## config.mk

```make
export PLATFORM = sky130hd
export DESIGN_NAME = pc_fetch_unit
export DESIGN_NICKNAME = d
export VERILOG_FILES = /design/src/rtl/pc_fetch_unit.sv
export SDC_FILE = /design/constraint.sdc
export NUM_CORES = 1
export LEC_CHECK = 0
export CAP_MARGIN = 20
export CORE_UTILIZATION = 51
export CTS_CLUSTER_DIAMETER = 200
export DETAILED_ROUTE_END_ITERATION = 16
export GPL_TIMING_DRIVEN = 0
export PLACE_DENSITY = 0.9
export SKIP_CTS_REPAIR_TIMING = 1
export SYNTH_ARGS = -nofsm -noshare
export SYNTH_HDL_FRONTEND = slang
export SYNTH_SLANG_ARGS = --single-unit
```

## constraint.sdc

```tcl
create_clock -name clk -period 4.5 [get_ports clk]
set_input_delay 0.9 -clock clk [delete_from_list [all_inputs] [get_ports clk]]
set_output_delay 0.9 -clock clk [all_outputs]
set_load 0.005 [all_outputs]
```

## src/rtl/pc_fetch_unit.sv

```systemverilog
// PC and instruction-fetch stage: owns the PC, drives the synchronous instruction SRAM,
// feeds the decoder one instruction per cycle and handles branch/jump redirects.
module pc_fetch_unit #(
  parameter int unsigned          PC_WIDTH  = 16,
  parameter logic [PC_WIDTH-1:0]  RESET_PC  = '0,
  parameter logic [15:0]          NOP_INSTR = 16'h4FC0
) (
  input  logic                clk,
  input  logic                global_reset,
  input  logic                bcond,
  input  logic                jcond,
  input  logic                jal,
  input  logic [7:0]          disp,
  input  logic [PC_WIDTH-1:0] jump_target,
  input  logic                stall,
  input  logic [15:0]         imem_q,
  output logic [PC_WIDTH-1:0] imem_addr,
  output logic                imem_ceb,
  output logic [15:0]         instruction,
  output logic [PC_WIDTH-1:0] pc_d,
  output logic [PC_WIDTH-1:0] link_addr
);

  localparam int unsigned INSTR_W = 16;

  typedef enum logic [1:0] {
    S_BOOT,
    S_RUN,
    S_SQUASH
  } state_t;

  state_t               state, state_n;
  logic [PC_WIDTH-1:0]  pc, pc_n;
  logic [PC_WIDTH-1:0]  pc_d_n;
  logic [INSTR_W-1:0]   instr_n;
  logic [PC_WIDTH-1:0]  target_c;
  logic                 redirect_c;

  // Redirect target: jal/jcond use the register value, bcond is PC-relative.
  always_comb begin
    target_c = pc_d + PC_WIDTH'($signed(disp));
    if (jal || jcond) begin
      target_c = jump_target;
    end
  end

  // State register and fetch pipeline registers.
  always_ff @(posedge clk or posedge global_reset) begin
    if (global_reset) begin
      state       <= S_BOOT;
      pc          <= RESET_PC;
      pc_d        <= RESET_PC;
      instruction <= NOP_INSTR;
    end else begin
      state       <= state_n;
      pc          <= pc_n;
      pc_d        <= pc_d_n;
      instruction <= instr_n;
    end
  end

  // Next-state and next-value logic; stall simply keeps the defaults.
  always_comb begin
    state_n    = state;
    pc_n       = pc;
    pc_d_n     = pc_d;
    instr_n    = instruction;
    redirect_c = 1'b0;
    if (!stall) begin
      unique case (state)
        S_BOOT: begin
          state_n = S_RUN;
          pc_n    = pc + PC_WIDTH'(1);
        end
        S_RUN: begin
          if (jal || jcond || bcond) begin
            redirect_c = 1'b1;
            state_n    = S_SQUASH;
            pc_n       = target_c + PC_WIDTH'(1);
            pc_d_n     = target_c;
            instr_n    = NOP_INSTR;
          end else begin
            pc_n    = pc + PC_WIDTH'(1);
            pc_d_n  = pc - PC_WIDTH'(1);
            instr_n = imem_q;
          end
        end
        S_SQUASH: begin
          state_n = S_RUN;
          pc_n    = pc + PC_WIDTH'(1);
          pc_d_n  = pc - PC_WIDTH'(1);
          instr_n = imem_q;
        end
        default: begin
          state_n = S_BOOT;
        end
      endcase
    end
  end

  // The redirect target is presented to the SRAM in the same cycle the redirect is seen.
  assign imem_addr = redirect_c ? target_c : pc;
  assign imem_ceb  = global_reset | stall;
  assign link_addr = pc_d + PC_WIDTH'(1);

endmodule

```

==> impl_results.md, run 1 <==
* Outcome: finished, violations left
* Failing checks: negative setup slack
* Number of global-route vias before repair at 4982
* CP Capture Type: output pin
* FILL cells at 695
* Crit Path Class: primary input to output pin
* Routed Antenna Nets at 0
* Mapped cell area at 4640 µm²
* Final min period at 4.56 ns
* Area after DPL at 5900 µm²
* CP max stage cell: a2111o_1
* Final period util at 101%
* Drt pass-1 iters at 5
* CP delay by family, top: compound AO/OA/AOI/OAI gates
* Yosys cell types at 70
* Critical Path Source Type: primary input
* Inst Count DP at 836
* Boundary Pins at 111
* Area delta synth->final at 35.0%
* Syn_nets at 688
* Worst-path clk slew at 0.09 ns
* H-tree depth at 2
* CTS buffer count at 5
* Layout cells sized above 1 at 11.1%
* Routed vias/inst at 6.25
* Vias at 5338
* Hold violation total from the final report at 0
* Average size of a mapped cell at 7.53 µm²
* Ys Warns at 0
* Die Footprint at 9490 µm²
* Sinks on Clock Net at 50
* Max_cap viols at 0
* Hold path depth at 2
* Post-synthesis compound-gate area fraction at 26.2%
* Async S/R FF share, synth at 100%
* Max Transition Viols Final at 0
* Synth Instances at 617
* Critical path arrival at 3.66 ns
* First-pass GRT wire length at 24000 µm
* Initial antenna violation count at 0
* Crit path cell chain: clkdlybuf4s50_1 -> ha_2 -> fa_2 -> a211o_4 -> a2111o_1 -> a21boi_2 -> o2111ai_1 -> and3_2 -> o21ai_1 -> clkbuf_2
* CTS tree: yes
* VDD IR max at 0.377 mV
* Largest net degree at the start of global routing at 38
* Tightest Hold Check Type: flip-flop to flip-flop
* DIE HEIGHT at 97.4 µm
* Worst path bufs/invs at 2
* Maximum clock path buffer count at 2
* Final WS setup at -0.0637 ns
* RSZ-0062 raised after global routing: true
* Num rows at 34
* FF-to-FF path depth at 10
* Initial Util at 53.0%
* Final setup fails at 3
* Total track usage at 30.7%
* Clock Skew at 0.0110 ns
* EDFF count, synth at 0
* Fin nets at 816
* Setup TNS at -0.120 ns
* Mux cell area share after synthesis at 0.431%
* Initial drt markers at 478
* Fmax at 0.219 GHz
* Power per cell area at 633 nW/µm²
* Non-Filler Instances at 854
* DP HPWL at 11400 µm
* Diode count at 0
* DRC viols at 0
* Root Driver: clkbuf_8
* Worst Tran Pin Value at 0.580 ns
* DR WL/cell at 17.8 µm
* Later-pin clock latency in the skew report at 0.31 ns
* Post-Synth Simple-Gate Area at 27.4%
* Final RePlAce weighted congestion at 0.928
* Total core area at 8760 µm²
* Post-route cell area at 6270 µm²
* Synth Flop Type: dfrtp_1
* Buffers on Ports at 110
* Seq cells post-synth at 50
* XOR/XNOR Fraction of Synth Area at 7.36%
* Total Wirelength at 15200 µm
* Post-place setup slack at -0.714 ns
* Max stage delay on crit path at 0.47 ns
* Grt ovf at 0
* Critical path required time at 3.60 ns
* LEAKAGE at 0.00259 µW
* Crit path depth at 10
* Sequential area share after synthesis at 27.1%
* Largest family of logic cells by synthesized area: simple AND/OR/NAND/NOR gates
* DIE WIDTH at 97.4 µm
* Crit path max fanout at 5
* Max_slew headroom at 61.3%
* Synth Area in Adders at 6.90%
[final cells by class]
| class | instances | area [µm²] | share of cell area [%] |
|---|---|---|---|
| Inverter | 14 | 52.6 | 0.839 |
| Clock inverter | 2 | 37.5 | 0.599 |
| Timing Repair Buffer | 122 | 1210 | 19.4 |
| Buffer | 41 | 168 | 2.68 |
| Clock buffer | 6 | 72.6 | 1.16 |
| Multi-Input combinational cell | 511 | 3330 | 53.1 |
| Tap cell | 108 | 135 | 2.16 |
| Sequential cell | 50 | 1260 | 20.1 |
[worst reg2reg max path: stages (launching register included)]
cell      delay (ns)
dfrtp_1         0.46
ha_2            0.24
fa_2            0.41
a211o_4         0.37
a2111o_1        0.43
a31oi_2         0.17
nand4_2         0.20
a211o_1         0.34
or3b_1          0.40
xor2_1          0.25
a21oi_1         0.10
[stage by stage]
step / hold slack [ns] / power (µW) / util (%)
final: 0.459 / 3970 / 71.5
after global routing: 0.477 / 4260 / 71.5
after CTS: 0.461 / 3780 / 68.6
after detailed placement: 0.447 / 3440 / 67.3
after global placement: 0.442 / 3370 / 67.1
after floorplan: 0.444 / 2390 / -
[synth_stat cells (3+ instances only)]
master / count / area share, %
buf_2: 3 / 0.32
nor3_1: 11 / 1.2
xnor2_1: 17 / 3.2
o211ai_1: 6 / 0.97
inv_1: 14 / 1.1
a211o_1: 3 / 0.57
a2111o_1: 3 / 0.73
dfrtp_1: 43 / 23
nand3_1: 29 / 3.1
xor2_1: 22 / 4.1
a221oi_1: 3 / 0.57
or3_1: 10 / 1.3
nand2_1: 115 / 9.3
a21o_1: 6 / 0.97
o211a_1: 4 / 0.86
dfstp_2: 7 / 4.0
nor4_1: 3 / 0.40
nand3_4: 3 / 1.1
or4_1: 5 / 0.81
or2_2: 3 / 0.40
nor2_1: 40 / 3.2
clkbuf_1: 38 / 3.1
nand4_1: 12 / 1.6
o31ai_1: 6 / 0.97
nand2b_1: 3 / 0.40
o21bai_1: 3 / 0.49
a211oi_1: 8 / 1.3
and3_1: 6 / 0.81
ha_1: 24 / 6.5
nor4b_1: 4 / 0.75
a21oi_1: 51 / 5.5
o22ai_1: 3 / 0.40
o21ai_0: 61 / 6.6
[report_power, final]
group          internal (µW)  switching [µW]  leakage (µW)
clock network            166             154     0.0000514
registers                675             252      0.000605
logic                   1260            1460       0.00194
[cells by family (layout without fill, tap and decap cells)]
family | count (synthesis) | after routing
XOR/XNOR | 39 | 39
flip-flops | 50 | 50
AND/OR/NAND/NOR | 259 | 259
adder cells (fa/ha/maj) | 25 | 25
multiplexers | 2 | 2
buffers and inverters | 56 | 185
AO/OA/AOI/OAI | 186 | 186
[sequential cells by signal, indices dropped and copies added, names as in the netlist]
| signal | cells |
|---|---|
| instruction | 16 |
| pc_d | 16 |
| pc | 16 |
| state | 2 |
[final timing paths]
check / startpoint / end / slack [ns]
max: disp[0] / imem_addr[14] / -0.06
min: instruction[6] / instruction[6] / 0.46
max reg2reg: pc_d[0] / pc[12] / 1.04
min reg2reg: instruction[6] / instruction[6] / 0.46
max in group asynchronous: global_reset / instruction[11] / 3.07
min in group asynchronous: global_reset / pc[13] / 0.87
[cells in the final DEF, fill, tap and decap left out, types with 4 or more instances in the layout]
cell type and n:
xnor2_1 17, or4_1 5, ha_1 20, buf_4 11, o21ai_1 8, a21o_1 6
xor2_1 22, dfrtp_1 43, o21ai_0 54, dfstp_2 7, a211oi_1 5, dlymetal6s2s_1 6
clkbuf_1 32, nand2_1 115, o31ai_1 4, clkdlybuf4s50_1 103, nand3_4 4, nor3_1 10
nand3_1 27, nand4_1 12, a21oi_1 49, and3_1 4, clkbuf_2 6, o211a_1 4
or3_1 8, o211ai_1 6, a211oi_2 4, nor4b_1 4, inv_1 13, clkbuf_8 5
nor2_1 37
[metal layers]
metal / wire length, µm / global-route usage (%) / vias up / part of all wire, %
li1: - / - / 2485 / -
met1: 6220 / 39.9 / 2494 / 41
met2: 7250 / 52.1 / 306 / 48
met3: 1200 / 4.03 / 53 / 7.9
met4: 494 / 11.2 / 0 / 3.3
met5: 0 / 0 / - / 0
No activity file was read; power rests on OpenSTA's default activity.
==> run 2: changes to the inputs <==
Settings changed: CORE_UTILIZATION 51 to 35, PLACE_DENSITY 0.9 to unset.
==> impl_results.md, run 2 (synthesized netlist as in run 1, its figures left out) <==
* Num rows at 41
* Drt pass-1 iters at 4
* Initial drt markers at 303
* Flop-to-flop setup slack at 0.90 ns
* Failing checks: negative setup slack
* Max stage delay on crit path at 0.53 ns
* Grt ovf at 0
* Layout cells sized above 1 at 12.3%
* Area delta synth->final at 39.8%
* Non-Filler Instances at 922
* Max Transition Viols Final at 0
* First-pass GRT wire length at 24600 µm
* Inst Count DP at 900
* Largest net degree at the start of global routing at 40
* Worst-path clk slew at 0.07 ns
* DRC viols at 0
* Buffers on Ports at 110
* Initial antenna violation count at 0
* Crit path max fanout at 6
* Reg-to-reg critical path endpoint: pc[11]
* Vias at 5109
* Outcome: finished, violations left
* H-tree depth at 2
* Diode count at 0
* Post-place setup slack at -0.704 ns
* CP max stage cell: clkdlybuf4s50_1
* Top Registers: instruction (16), pc (16), pc_d (16)
* WHS at 0.451 ns
* CTS buffer count at 5
* Tightest Hold Check Type: flip-flop to flip-flop
* Hold violation total from the final report at 0
* Most frequent cells in the layout: nand2_1, clkdlybuf4s50_1, o21ai_0
* Most used cell, CP: clkdlybuf4s50_1
* Final min period at 4.53 ns
* Max_slew headroom at 56.6%
* RSZ-0062 raised after global routing: true
* Critical path arrival at 3.63 ns
* CP Capture Type: output pin
* Total Wirelength at 15600 µm
* Final WS setup at -0.0343 ns
* Most common cell after layout, fill and taps aside: nand2_1
* Total track usage at 22.8%
* Critical Path Source Type: primary input
* Number of global-route vias before repair at 4936
* Fmax at 0.221 GHz
* CTS tree: yes
* Maximum clock path buffer count at 2
* Total core area at 12800 µm²
* Root Driver: clkbuf_16
* LEAKAGE at 0.00266 µW
* Worst Tran Pin Value at 0.642 ns
* Clock Skew at 0.0105 ns
* Final core occ at 50.8%
* FF-to-FF path depth at 11
* Power per cell area at 639 nW/µm²
* DIE HEIGHT at 117 µm
* Final setup fails at 2
* Worst setup path endpoint: imem_addr[15]
* Critical Path Start: disp[4]
* DIE WIDTH at 117 µm
* Routed Antenna Nets at 0
* Final period util at 101%
* Worst R2R Start: pc_d[0]
* Initial Util at 36.4%
* VDD IR max at 0.218 mV
* Max_cap viols at 0
* Boundary Pins at 111
* Crit Path Class: primary input to output pin
* Critical path required time at 3.60 ns
* Routed vias/inst at 5.54
* Later-pin clock latency in the skew report at 0.30 ns
* DP HPWL at 12100 µm
* Die Footprint at 13700 µm²
* Crit path cell chain: clkdlybuf4s50_1 -> ha_4 -> a21oi_1 -> o21a_1 -> a21oi_2 -> o211ai_1 -> and3_1 -> o31ai_4 -> o21ai_1 -> clkdlybuf4s50_1
* Sinks on Clock Net at 50
* DR WL/cell at 16.9 µm
* Pwr Total at 4150 µW
* Final RePlAce weighted congestion at 0.948
* Fin nets at 820
==> run 2: layer usage <==
layer,vias up,wire length (µm),track usage (%)
met5,-,0,0
met2,176,7520,38.9
met4,0,265,7.17
met1,2416,7140,30.5
met3,25,697,2.01
li1,2492,-,-
==> run 2: area by class of cell <==
cell class | instances | area, µm²
plain buffers | 41 | 168
clock buffers | 5 | 125
clock inverters | 3 | 47.5
fillers | 1192 | 6280
inverters | 14 | 52.6
multi-input cells | 511 | 3380
flip-flops and latches | 50 | 1260
well taps | 172 | 215
repair buffers | 126 | 1240
==> run 2: stage by stage <==
stage	setup TNS [ns]	cell area (µm²)
3_5_place_dp	-8.12	5980
6_report	-0.0575	6490
2_1_floorplan	0	4640
5_1_grt	-0.276	6490
3_3_place_gp	-8.11	5960
4_1_cts	-8.09	6150
==> run 2: how the worst min path moves through the flow <==
stage / from / to / depth (start not counted)
4_1_cts: instruction[7] / instruction[7] / 2
6_report: instruction[7] / instruction[7] / 2
5_1_grt: instruction[9] / instruction[9] / 2
3_3_place_gp: instruction[7] / instruction[7] / 2
3_5_place_dp: instruction[7] / instruction[7] / 2
2_1_floorplan: instruction[10] / instruction[10] / 2
==> run 2: worst max-delay path, delay by kind of cell <==
kind | cells | cell delay (ns)
compound gates | 6 | 1.22
fa+ha+maj | 1 | 0.23
buf+inv | 2 | 1.03
simple gates | 1 | 0.25
==> run 2: power breakdown <==
| part | total, µW | internal (µW) | switching (µW) |
|---|---|---|---|
| logic | 2770 | 1290 | 1480 |
| clock network | 439 | 266 | 173 |
| registers | 935 | 676 | 259 |
